## config.mk

```make
export PLATFORM = sky130hd
export DESIGN_NAME = universal_shift_reg
export DESIGN_NICKNAME = d
export VERILOG_FILES = /design/src/rtl/universal_shift_reg.sv
export SDC_FILE = /design/constraint.sdc
export NUM_CORES = 1
export LEC_CHECK = 0
export CAP_MARGIN = 20
export CELL_PAD_IN_SITES_DETAIL_PLACEMENT = 1
export CELL_PAD_IN_SITES_GLOBAL_PLACEMENT = 2
export CORE_MARGIN = 2
export CORE_UTILIZATION = 25
export DETAILED_ROUTE_END_ITERATION = 10
export PLACE_DENSITY = 0.64
export SLEW_MARGIN = 20
export SYNTH_ARGS = -nofsm -noshare
export SYNTH_HDL_FRONTEND = slang
export SYNTH_SLANG_ARGS = --single-unit
```

## constraint.sdc

```tcl
create_clock -name clk -period 2.9 [get_ports clk]
set_input_delay 0.29 -clock clk [delete_from_list [all_inputs] [get_ports clk]]
set_output_delay 0.29 -clock clk [all_outputs]
set_load 0.05 [all_outputs]
```

## src/rtl/universal_shift_reg.sv

```systemverilog
// universal_shift_reg: WIDTH-bit universal shift register with single-step
// operations and a counted burst mode (IDLE/RUN FSM).
// Optional build macro: USR_PARITY_EN adds a combinational parity output 'par'.
module universal_shift_reg #(
    parameter  int WIDTH = 8,
    localparam int AW    = $clog2(WIDTH) + 1
) (
    input  logic             clk,
    input  logic             rst,
    input  logic             en,
    input  logic [2:0]       mode,
    input  logic [WIDTH-1:0] d,
    input  logic             sin_r,
    input  logic             sin_l,
    input  logic             start,
    input  logic [AW-1:0]    amount,
    output logic [WIDTH-1:0] q,
    output logic             sout_l,
    output logic             sout_r,
    output logic             busy,
    output logic             done
`ifdef USR_PARITY_EN
    ,
    output logic             par
`endif
);

    typedef enum logic {IDLE = 1'b0, RUN = 1'b1} state_t;

    localparam logic [2:0] M_HOLD = 3'b000;
    localparam logic [2:0] M_LOAD = 3'b001;
    localparam logic [2:0] M_SHL  = 3'b010;
    localparam logic [2:0] M_SHR  = 3'b011;
    localparam logic [2:0] M_ROL  = 3'b100;
    localparam logic [2:0] M_ROR  = 3'b101;
    localparam logic [2:0] M_ASR  = 3'b110;
    localparam logic [2:0] M_CLR  = 3'b111;

    state_t           state_q, state_d;
    logic [WIDTH-1:0] q_q, q_d;
    logic [AW-1:0]    cnt_q, cnt_d;
    logic [2:0]       mode_q, mode_d;
    logic             done_q, done_d;

    logic [AW-1:0]    amt_clamp;
    logic             burst_ok;
    logic             last_step;

    // Requested burst length saturates at WIDTH steps.
    assign amt_clamp = (amount > AW'(WIDTH)) ? AW'(WIDTH) : amount;
    // Only the shift/rotate family with a nonzero count turns into a burst.
    assign burst_ok  = (mode >= M_SHL) && (mode <= M_ASR) && (amt_clamp != '0);
    // The step that consumes the final remaining count ends the burst.
    assign last_step = (state_q == RUN) && en && (cnt_q == AW'(1));

    // One application of an operation to the current register value.
    function automatic logic [WIDTH-1:0] step_fn(
        input logic [2:0]       op,
        input logic [WIDTH-1:0] cur,
        input logic [WIDTH-1:0] din,
        input logic             sr,
        input logic             sl
    );
        logic [WIDTH-1:0] r;
        case (op)
            M_HOLD:  r = cur;
            M_LOAD:  r = din;
            M_SHL:   r = {cur[WIDTH-2:0], sr};
            M_SHR:   r = {sl, cur[WIDTH-1:1]};
            M_ROL:   r = {cur[WIDTH-2:0], cur[WIDTH-1]};
            M_ROR:   r = {cur[0], cur[WIDTH-1:1]};
            M_ASR:   r = {cur[WIDTH-1], cur[WIDTH-1:1]};
            M_CLR:   r = '0;
            default: r = cur;
        endcase
        return r;
    endfunction

    // FSM state register, asynchronously cleared to IDLE.
    always_ff @(posedge clk or posedge rst) begin
        if (rst) state_q <= IDLE;
        else     state_q <= state_d;
    end

    // FSM next state: a qualifying start enters RUN, the last step leaves it.
    always_comb begin
        state_d = state_q;
        case (state_q)
            IDLE:    if (start && burst_ok) state_d = RUN;
            RUN:     if (last_step)         state_d = IDLE;
            default: state_d = IDLE;
        endcase
    end

    // FSM outputs: busy reflects the RUN state directly.
    always_comb begin
        busy = (state_q == RUN);
    end

    // Datapath next state: register value, remaining count, latched op, done.
    always_comb begin
        q_d    = q_q;
        cnt_d  = cnt_q;
        mode_d = mode_q;
        done_d = 1'b0;
        case (state_q)
            IDLE: begin
                if (start) begin
                    if (burst_ok) begin
                        // Latch the burst; the first step happens on the next enabled edge.
                        cnt_d  = amt_clamp;
                        mode_d = mode;
                    end else begin
                        // Degenerate burst: load/clear still act once, ignoring en.
                        done_d = 1'b1;
                        if (mode == M_LOAD || mode == M_CLR)
                            q_d = step_fn(mode, q_q, d, sin_r, sin_l);
                    end
                end else if (en) begin
                    q_d = step_fn(mode, q_q, d, sin_r, sin_l);
                end
            end
            RUN: begin
                // Serial inputs are taken live; mode/d/amount are ignored here.
                if (en) begin
                    q_d    = step_fn(mode_q, q_q, d, sin_r, sin_l);
                    cnt_d  = cnt_q - AW'(1);
                    done_d = (cnt_q == AW'(1));
                end
            end
            default: ;
        endcase
    end

    // Datapath registers; reset aborts any burst without a done pulse.
    always_ff @(posedge clk or posedge rst) begin
        if (rst) begin
            q_q    <= '0;
            cnt_q  <= '0;
            mode_q <= M_HOLD;
            done_q <= 1'b0;
        end else begin
            q_q    <= q_d;
            cnt_q  <= cnt_d;
            mode_q <= mode_d;
            done_q <= done_d;
        end
    end

    assign q      = q_q;
    assign sout_l = q_q[WIDTH-1];
    assign sout_r = q_q[0];
    assign done   = done_q;

`ifdef USR_PARITY_EN
    assign par = ^q_q;
`endif

endmodule
```

==> results of run 1 <==
registers in the layout, indices dropped and copies added (netlist names):
register  cells
mode_q        3
cnt_q         4
done          1
busy          1
q             8
worst max-delay path, stage by stage:
cell             delay, ns
clkdlybuf4s50_1       0.63
or2_1                 0.47
a221o_1               0.45
and2_4                0.22
mux2_4                0.31
cell type report:
type                    count  share of cell area
clock buffers               3             0.02163
clock inverters             1            0.002621
inverters                  11             0.02163
multi-input cells         129              0.5105
flip-flops and latches     17              0.2228
well taps                  75             0.04915
repair buffers             33              0.1717
kinds of logic (layout without fill, tap and decap cells):
family                     after synthesis  count (layout)  share of synthesized area
DFF                                     17              17                     0.2773
xor gates and xnor gates                 2               2                    0.01142
AOI/OAI and AO/OA                       55              55                     0.2651
buffers and inverters                   28              48                    0.08727
and+or+nand+nor                         51              51                     0.1925
muxes                                   19              19                     0.1501
adders and majority gates                2               2                    0.01631
cells in the final DEF (no fill, tap or decap), types with 2 or more instances in the layout:
| cell | Yosys | layout |
|---|---|---|
| o22ai_1 | 2 | 2 |
| nand2_1 | 13 | 13 |
| mux2_4 | 5 | 5 |
| inv_1 | 11 | 11 |
| a21oi_1 | 4 | 4 |
| nand3b_1 | 5 | 5 |
| nand3_1 | 5 | 5 |
| a221oi_1 | 12 | 12 |
| and3b_1 | 2 | 2 |
| mux2i_1 | 2 | 2 |
| o211ai_1 | 2 | 2 |
| o31ai_1 | 2 | 2 |
| a211oi_1 | 2 | 2 |
| mux2_2 | 4 | 4 |
| mux2_1 | 8 | 8 |
| dfrtp_1 | 17 | 17 |
| and3_1 | 2 | 2 |
| clkdlybuf4s50_1 | 0 | 32 |
| or2_1 | 2 | 2 |
| a31oi_1 | 2 | 2 |
| o32ai_1 | 6 | 6 |
| a221o_1 | 2 | 2 |
| nand2b_1 | 2 | 2 |
| o21ai_0 | 11 | 11 |
| ha_1 | 2 | 2 |
| nor2_1 | 11 | 11 |
| clkbuf_8 | 0 | 3 |
how the worst min path moves through the flow:
stage | from | endpoint | slack, ns
finish | rst | done$_DFF_PP0_ | 0.46
global route | rst | done$_DFF_PP0_ | 0.51
CTS | rst | done$_DFF_PP0_ | 0.48
detailed placement | cnt_q[3]$_DFFE_PP0P_ | cnt_q[3]$_DFFE_PP0P_ | 0.51
global placement | cnt_q[3]$_DFFE_PP0P_ | cnt_q[3]$_DFFE_PP0P_ | 0.50
floorplan | rst | busy$_DFF_PP0_ | 0.22
power breakdown:
part / switching (W) / total, W / internal [W] / leakage [nW]
sequential: 0.000242 / 0.000596 / 0.000355 / 0.204
combinational: 0.000789 / 0.00140 / 0.000611 / 0.512
clock: 0.000104 / 0.000201 / 0.0000963 / 0.0255
routing by layer:
metal,global-route usage,vias up,share of wire
li1,-,702,-
met2,0.2073,37,0.41
met1,0.2735,741,0.53
met3,0.03478,5,0.045
met5,0,-,0
met4,0.05167,0,0.012
per-stage QoR:
step           instance area (sq um)  setup slack, ns    util  hold slack, ns
2_1_floorplan                   1534           0.9273       -          0.2161
5_1_grt                         1909           0.5756  0.3225          0.5134
6_report                        1909           0.6966  0.3225          0.4577
3_5_place_dp                    1863           0.4158  0.3147          0.5136
4_1_cts                         1909           0.7081  0.3225          0.4843
3_3_place_gp                    1863           0.3881  0.3147          0.4965
==> flow_summary.yaml, run 1 <==
synth:
  yosys.area.top_type: "dfrtp_1"
  synth_area_sq_mm: 0.001534
  synth.most_common_cell: "dfrtp_1"
  synth_top_area_frac: 0.2773
  seq_area_frac_synth: 0.2773
  avgSynthCellArea_sq_um: 8.816
  synth-edff-count: 0
  synthCells: 174
  ys_types: 51
  ys_ff_latch: 17
  synth_commonest_cells: "dfrtp_1 (17), nand2_1 (13), a221oi_1 (12)"
  synthesis.nets: 197
  async_flop_share: 1.000
  synth_area_leaders: "dfrtp_1 (28%), a221oi_1 (6.9%), mux2_1 (5.9%)"
  synth_ff_type: "dfrtp_1"
  yosys_warnings: 0
floorplan:
  die_h_um: 82.33
  initial_core_util: 0.2591
  rows: 28
  die_x_um: 82.33
  core_area_sq_mm: 0.005921
  io_pins: 33
  die_area_sq_mm: 0.006778
global_route:
  grt_pass1_wl_mm: 8.293
  grt_pass1_vias: 1442
  grt_overflow: 0
  antenna_found_initial: 0
  grt_usage: 0.1668
  grt_max_degree: 18
sta:
  max_freq_mhz: 453.9
  rsz0062_at_grt: "false"
  worst_pin_slew_ns: 0.7775
  setup_viol: 0
  finalSetupTns_ns: 0
  fin_crit_sh: 0.7598
  final_hold_viol_count: 0
  timing.slew.headroom: 0.4811
  drv_slew: 0
  finClkSkew_ns: 0.003053
  period_needed_ns: 2.203
power:
  p_leak_nw: 0.7417
  powerDensity_mw_per_mm2: 1151
  peakVddDrop_mv: 0.3525
  total_power_w: 0.002198
final_layout:
  layout.area.seq_sq_um: 425.4
  fin_cells: 269
  area_growth_pct: 24.47
  multi_input_area_sq_um: 974.7
  antenna_cells: 0
  fin_nets: 218
  num-fill-cells: 688
  layout-drive-gt1-share: 0.09278
clock_tree:
  cts_sinks: 17
  clk_pin_slew_ns: 0.08
  tritoncts: "built"
  cts_setup_buffers: 0
  cts-hold-fix-buffers: 0
  cts_buffers: 3
  cts-htree-levels: 1
  ctsResizeCount: 0
  insertion_delay_ns: 0.27
  clockRootBuffer: "clkbuf_8"
  clockBufferDepth: 2
flow_run:
  maxCapViolations: 0
detailed_routing:
  avgRoutedWirePerCell_um: 19.21
  drc: 0
  antenna_left: 0
  first_iter_violations: 109
  wl_mm: 5.167
  vias: 1485
  viasPerCell: 5.520
  dr.pass1.iters: 4
hold_path:
  hp-class: "input port to async pin"
place:
  placed_cells: 265
  hpwl_mm: 3.838
  io_buffers: 32
  place.gp.congestion: 0.7439
critical_path:
  r2r_start: "busy$_DFF_PP0_"
  ff2ff_setup_slack_ns: 0.98
  cp-endpoint: "q[3]$_DFFE_PP0P_"
  critPathCaptureType: "register"
  timing.rr.end: "q[3]$_DFFE_PP0P_"
  worstPathArrival_ns: 2.37
  critical_path_required_ns: 3.06
  startpoint: "mode[1]"
  startpoint_type: "input port"
  critPathKind: "input port to register"
  reg2reg_depth: 4
  critPathMaxFanout: 12
status:
  status: "finished, final reports clean"
Power figures use the tool's default switching activity.
==> run 2: changes to the inputs <==
Clock period 2.9 ns to 2.06 ns, I/O delays scaled along.
==> run 2 against run 1 <==
Total power is 46% higher; cell count is 8.2% higher; critical path depth is 1 lower; routed wire length is 6.6% higher; sequential power is 41% higher; clock power is 30% higher; via count is 7.0% higher; count of clock-buffer cells in the layout is 1 higher; core utilization is 2.9 points higher; first-iteration DRC count is 17% higher; largest power group unchanged; critical endpoint is now q[5]$_DFFE_PP0P_; clock skew is 0.0012 ns lower.
==> flow_summary.yaml, run 2 (synthesis results as in run 1) <==
global_route:
  grt_usage: 0.1756
  grt_pass1_wl_mm: 8.818
  antenna_found_initial: 0
  grt_pass1_vias: 1637
  grt_overflow: 0
  grt_max_degree: 18
clock_tree:
  insertion_delay_ns: 0.26
  cts_setup_buffers: 0
  clockRootBuffer: "clkbuf_8"
  cts-htree-levels: 1
  tritoncts: "built"
  clockBufferDepth: 2
  cts_buffers: 3
  cts_sinks: 17
  cts-hold-fix-buffers: 0
  ctsResizeCount: 0
  clk_pin_slew_ns: 0.07
critical_path:
  crit_family: "flip-flops"
  startpoint_type: "register"
  critPathMaxFanout: 13
  timing.rr.end: "q[5]$_DFFE_PP0P_"
  critical_path_required_ns: 2.21
  critPathCaptureType: "register"
  crit_buf_inv: 0
  critPathKind: "register to register"
  reg2reg_depth: 4
  worstPathArrival_ns: 2.09
  r2r_start: "mode_q[0]$_DFFE_PP0P_"
  crit_chain: "and3b_1, a221oi_1, o32ai_1, mux2_4"
  ff2ff_setup_slack_ns: 0.12
  cpPeakStageDelay_ns: 0.68
  crit_path_top_delay_cell: "dfrtp_1"
sta:
  finClkSkew_ns: 0.001870
  fin_crit_sh: 0.9415
  setup_viol: 0
  drv_slew: 0
  fin_ws_ns: 0.1204
  final_hold_viol_count: 0
  period_needed_ns: 1.940
  worst_pin_slew_ns: 0.5803
  whs_ns: 0.2778
  rsz0062_at_grt: "false"
  timing.slew.headroom: 0.6117
  max_freq_mhz: 515.6
final_layout:
  layout-drive-gt1-share: 0.1852
  antenna_cells: 0
  area_growth_pct: 35.81
  fin_nets: 240
  largest_reg_flops: 8
  layout_commonest_cell: "clkdlybuf4s50_1"
  fin_cells: 291
  most-common-layout-cells: "clkdlybuf4s50_1 (31), buf_4 (23), dfrtp_1 (17)"
  final_util: 0.3519
power:
  peakVddDrop_mv: 0.6557
  switching_share: 0.5006
  total_power_w: 0.003211
  p_clk_frac: 0.082
  powerDensity_mw_per_mm2: 1541
  p_comb_frac: 0.657
  p_int_w: 0.001604
  p_leak_nw: 0.8513
  seqPwrFrac: 0.262
  power_switching_w: 0.001607
detailed_routing:
  vias: 1589
  first_iter_violations: 127
  antenna_left: 0
  wl_mm: 5.508
  avgRoutedWirePerCell_um: 18.93
  drc: 0
  dr.pass1.iters: 4
  viasPerCell: 5.460
floorplan:
  die_x_um: 82.33
  initial_core_util: 0.2591
  die_h_um: 82.33
  core_area_sq_mm: 0.005921
  die_area_sq_mm: 0.006778
  io_pins: 33
  rows: 28
place:
  place.gp.congestion: 0.8628
  dp_slack_ns: -0.03178
  io_buffers: 32
  hpwl_mm: 4.193
  placed_cells: 287
hold_path:
  hp-class: "input port to async pin"
flow_run:
  maxCapViolations: 0
status:
  status: "finished, final reports clean"
run 2: changes by cell type in the layout (fill, tap and decap cells not counted), sizes merged:
cell           before  now
buf                 1   24
clkdlybuf4s50      32   31
clkinv              1    0
clkbuf              3    4
run 2: how the worst max path moves through the flow:
| stage | end | cells past startpoint | startpoint |
|---|---|---|---|
| 3_5_place_dp | q[5]$_DFFE_PP0P_ | 6 | mode[1] |
| 3_3_place_gp | q[6]$_DFFE_PP0P_ | 6 | mode[0] |
| 5_1_grt | q[3]$_DFFE_PP0P_ | 4 | mode_q[0]$_DFFE_PP0P_ |
| 6_report | q[5]$_DFFE_PP0P_ | 4 | mode_q[0]$_DFFE_PP0P_ |
| 2_1_floorplan | q[4]$_DFFE_PP0P_ | 6 | busy$_DFF_PP0_ |
| 4_1_cts | q[5]$_DFFE_PP0P_ | 4 | mode_q[0]$_DFFE_PP0P_ |
run 2: power groups by stage:
stage	Combinational [W]	Clock, W	Sequential, W
floorplan	0.00125	0	0.000989
global placement	0.00206	0	0.000824
detailed placement	0.00210	0	0.000842
CTS	0.00211	0.000267	0.000838
global route	0.00228	0.000283	0.000880
finish	0.00211	0.000262	0.000840
run 2: cell type report:
class                   instances  area, sq um
inverters                      11        41.29
fillers                       709         3837
clock buffers                   4        45.04
multi-input cells             129        974.7
repair buffers                 55        503.0
flip-flops and latches         17        425.4
well taps                      75        93.84
run 2: worst register-to-register path, delay by kind of cell (launching register included):
| family | cells | cell delay, ns |
|---|---|---|
| flip-flops | 1 | 0.68 |
| multiplexers | 1 | 0.27 |
| AND/OR/NAND/NOR | 1 | 0.37 |
| AO/OA/AOI/OAI | 2 | 0.51 |
run 2: layer usage:
| metal | vias to the layer above | GRT usage | routed length (um) |
|---|---|---|---|
| li1 | 745 | - | - |
| met3 | 8 | 0.03043 | 321 |
| met4 | 0 | 0.05667 | 78 |
| met1 | 787 | 0.2628 | 2785 |
| met5 | - | 0 | 0 |
| met2 | 49 | 0.2524 | 2323 |
run 2: metrics by stage:
| stage | instance area (sq um) | TNS (ns) |
|---|---|---|
| after floorplan | 1534 | 0 |
| after global placement | 2038 | 0 |
| after detailed placement | 2038 | -0.1403 |
| after CTS | 2083 | 0 |
| after global routing | 2083 | 0 |
| final | 2083 | 0 |
==> run 3: changes to the inputs <==
Settings changed: CORE_UTILIZATION 25 to 30, PLACE_DENSITY 0.64 to 0.75, SLEW_MARGIN 20 to not set.
==> run 3 against run 2 <==
Count of clock-buffer cells in the layout fell by 1; setup slack improved by 0.065 ns; routed wire length fell by 9.0%; critical path depth is 2 higher; total power decreased by 2.7%; via count down 2.9%; combinational power shrank 4%; cell count shrank 5.5%; fmax rose by 3.5%; clock power rose by 5%; first-iteration DRC count shrank 20%; sequential share of layout area grew 0.74 points; critical endpoint is now q[3]$_DFFE_PP0P_.
==> flow_summary.yaml, run 3 (synthesis results as in run 1) <==
status:
  status: "finished, final reports clean"
place:
  placed_cells: 271
  place_area_sq_mm: 0.001962
  place.gp.congestion: 0.7896
  hpwl_mm: 3.746
  io_buffers: 32
final_layout:
  design_area_sq_mm: 0.002011
  antenna_cells: 0
  area_growth_pct: 31.08
  layout-drive-gt1-share: 0.1463
  largest_reg_flops: 8
  fin_nets: 229
  most-common-layout-cells: "clkdlybuf4s50_1 (31), dfrtp_1 (17), nand2_1 (13)"
  layout_commonest_cell: "clkdlybuf4s50_1"
  fin_cells: 275
critical_path:
  reg2reg_depth: 4
  critPathMaxFanout: 8
  cpPeakStageDelay_ns: 0.52
  worstPathArrival_ns: 2.03
  critPathCaptureType: "register"
  cp.depth: 6
  crit_chain: "clkdlybuf4s50_1, buf_4, xnor2_1, a221o_1, and2_4, mux2_4"
  crit_family: "buffers and inverters"
  crit_path_top_delay_cell: "clkdlybuf4s50_1"
  startpoint_type: "input port"
  ff2ff_setup_slack_ns: 0.21
  r2r_start: "mode_q[0]$_DFFE_PP0P_"
  crit_buf_inv: 2
  critical_path_required_ns: 2.21
  timing.rr.end: "q[3]$_DFFE_PP0P_"
  critPathKind: "input port to register"
detailed_routing:
  viasPerCell: 5.611
  drc: 0
  first_iter_violations: 101
  wl_mm: 5.014
  avgRoutedWirePerCell_um: 18.23
  antenna_left: 0
  dr.pass1.iters: 4
  vias: 1543
flow_run:
  maxCapViolations: 0
sta:
  finalSetupTns_ns: 0
  period_needed_ns: 1.875
  rsz0062_at_grt: "false"
  final_hold_viol_count: 0
  whs_ns: 0.3690
  drv_slew: 0
  timing.slew.headroom: 0.5031
  fin_crit_sh: 0.9100
  max_freq_mhz: 533.4
  worst_pin_slew_ns: 0.7445
  finClkSkew_ns: 0.001496
  setup_viol: 0
global_route:
  grt_pass1_vias: 1618
  antenna_found_initial: 0
  grt_usage: 0.1927
  grt_max_degree: 18
  grt_pass1_wl_mm: 8.169
  grt_overflow: 0
clock_tree:
  cts-hold-fix-buffers: 0
  cts-htree-levels: 1
  cts_setup_buffers: 0
  insertion_delay_ns: 0.26
  ctsResizeCount: 0
  clockRootBuffer: "clkbuf_8"
  clk_pin_slew_ns: 0.08
  tritoncts: "built"
  cts_buffers: 3
  cts_sinks: 17
  clockBufferDepth: 2
hold_path:
  hp-class: "input port to async pin"
floorplan:
  die_x_um: 75.51
  initial_core_util: 0.3062
  die_h_um: 75.51
  io_pins: 33
  die_area_sq_mm: 0.005701
  rows: 26
  core_area_sq_mm: 0.005010
power:
  peakVddDrop_mv: 0.6206
  powerDensity_mw_per_mm2: 1554
  total_power_w: 0.003125
  p_leak_nw: 0.8011
run 3: layout make-up:
cell class / instances / area, sq um
clock buffers: 3 / 41.29
clock inverters: 1 / 7.507
fillers: 587 / 2999
inverters: 11 / 41.29
multi-input cells: 129 / 974.7
flip-flops and latches: 17 / 425.4
well taps: 70 / 87.58
repair buffers: 44 / 432.9
run 3: layer usage:
layer  part of all wire  routed length [um]  up-vias  track usage
met5                  0                   0        -            0
met4              0.025                 123        0      0.07407
met3              0.025                 126        8      0.01984
met2               0.53                2647       30       0.3585
met1               0.42                2117      775       0.2257
li1                   -                   -      730            -
run 3: worst max-delay path by stage:
stage,from,endpoint,slack (ns)
after floorplan,busy$_DFF_PP0_,q[4]$_DFFE_PP0P_,0.09
after global placement,mode[1],q[6]$_DFFE_PP0P_,-0.07
after detailed placement,mode[1],q[3]$_DFFE_PP0P_,-0.09
after CTS,q[7]$_DFFE_PP0P_,sout_l,0.19
after global routing,mode_q[0]$_DFFE_PP0P_,q[3]$_DFFE_PP0P_,0.04
final,mode[1],q[3]$_DFFE_PP0P_,0.19
run 3: per-stage QoR:
step / util / setup slack [ns]
3_3_place_gp: 0.3916 / -0.07364
4_1_cts: 0.4013 / 0.1851
2_1_floorplan: - / 0.08730
3_5_place_dp: 0.3916 / -0.08646
5_1_grt: 0.4013 / 0.04207
6_report: 0.4013 / 0.1853
run 3: power by group:
| group | leakage [nW] | total, W | internal, W | switching (W) |
|---|---|---|---|---|
| clock | 0.0217 | 0.000276 | 0.000137 | 0.000139 |
| sequential | 0.204 | 0.000818 | 0.000500 | 0.000318 |
| combinational | 0.575 | 0.00203 | 0.000925 | 0.00111 |
| total | 0.801 | 0.00312 | 0.00156 | 0.00156 |
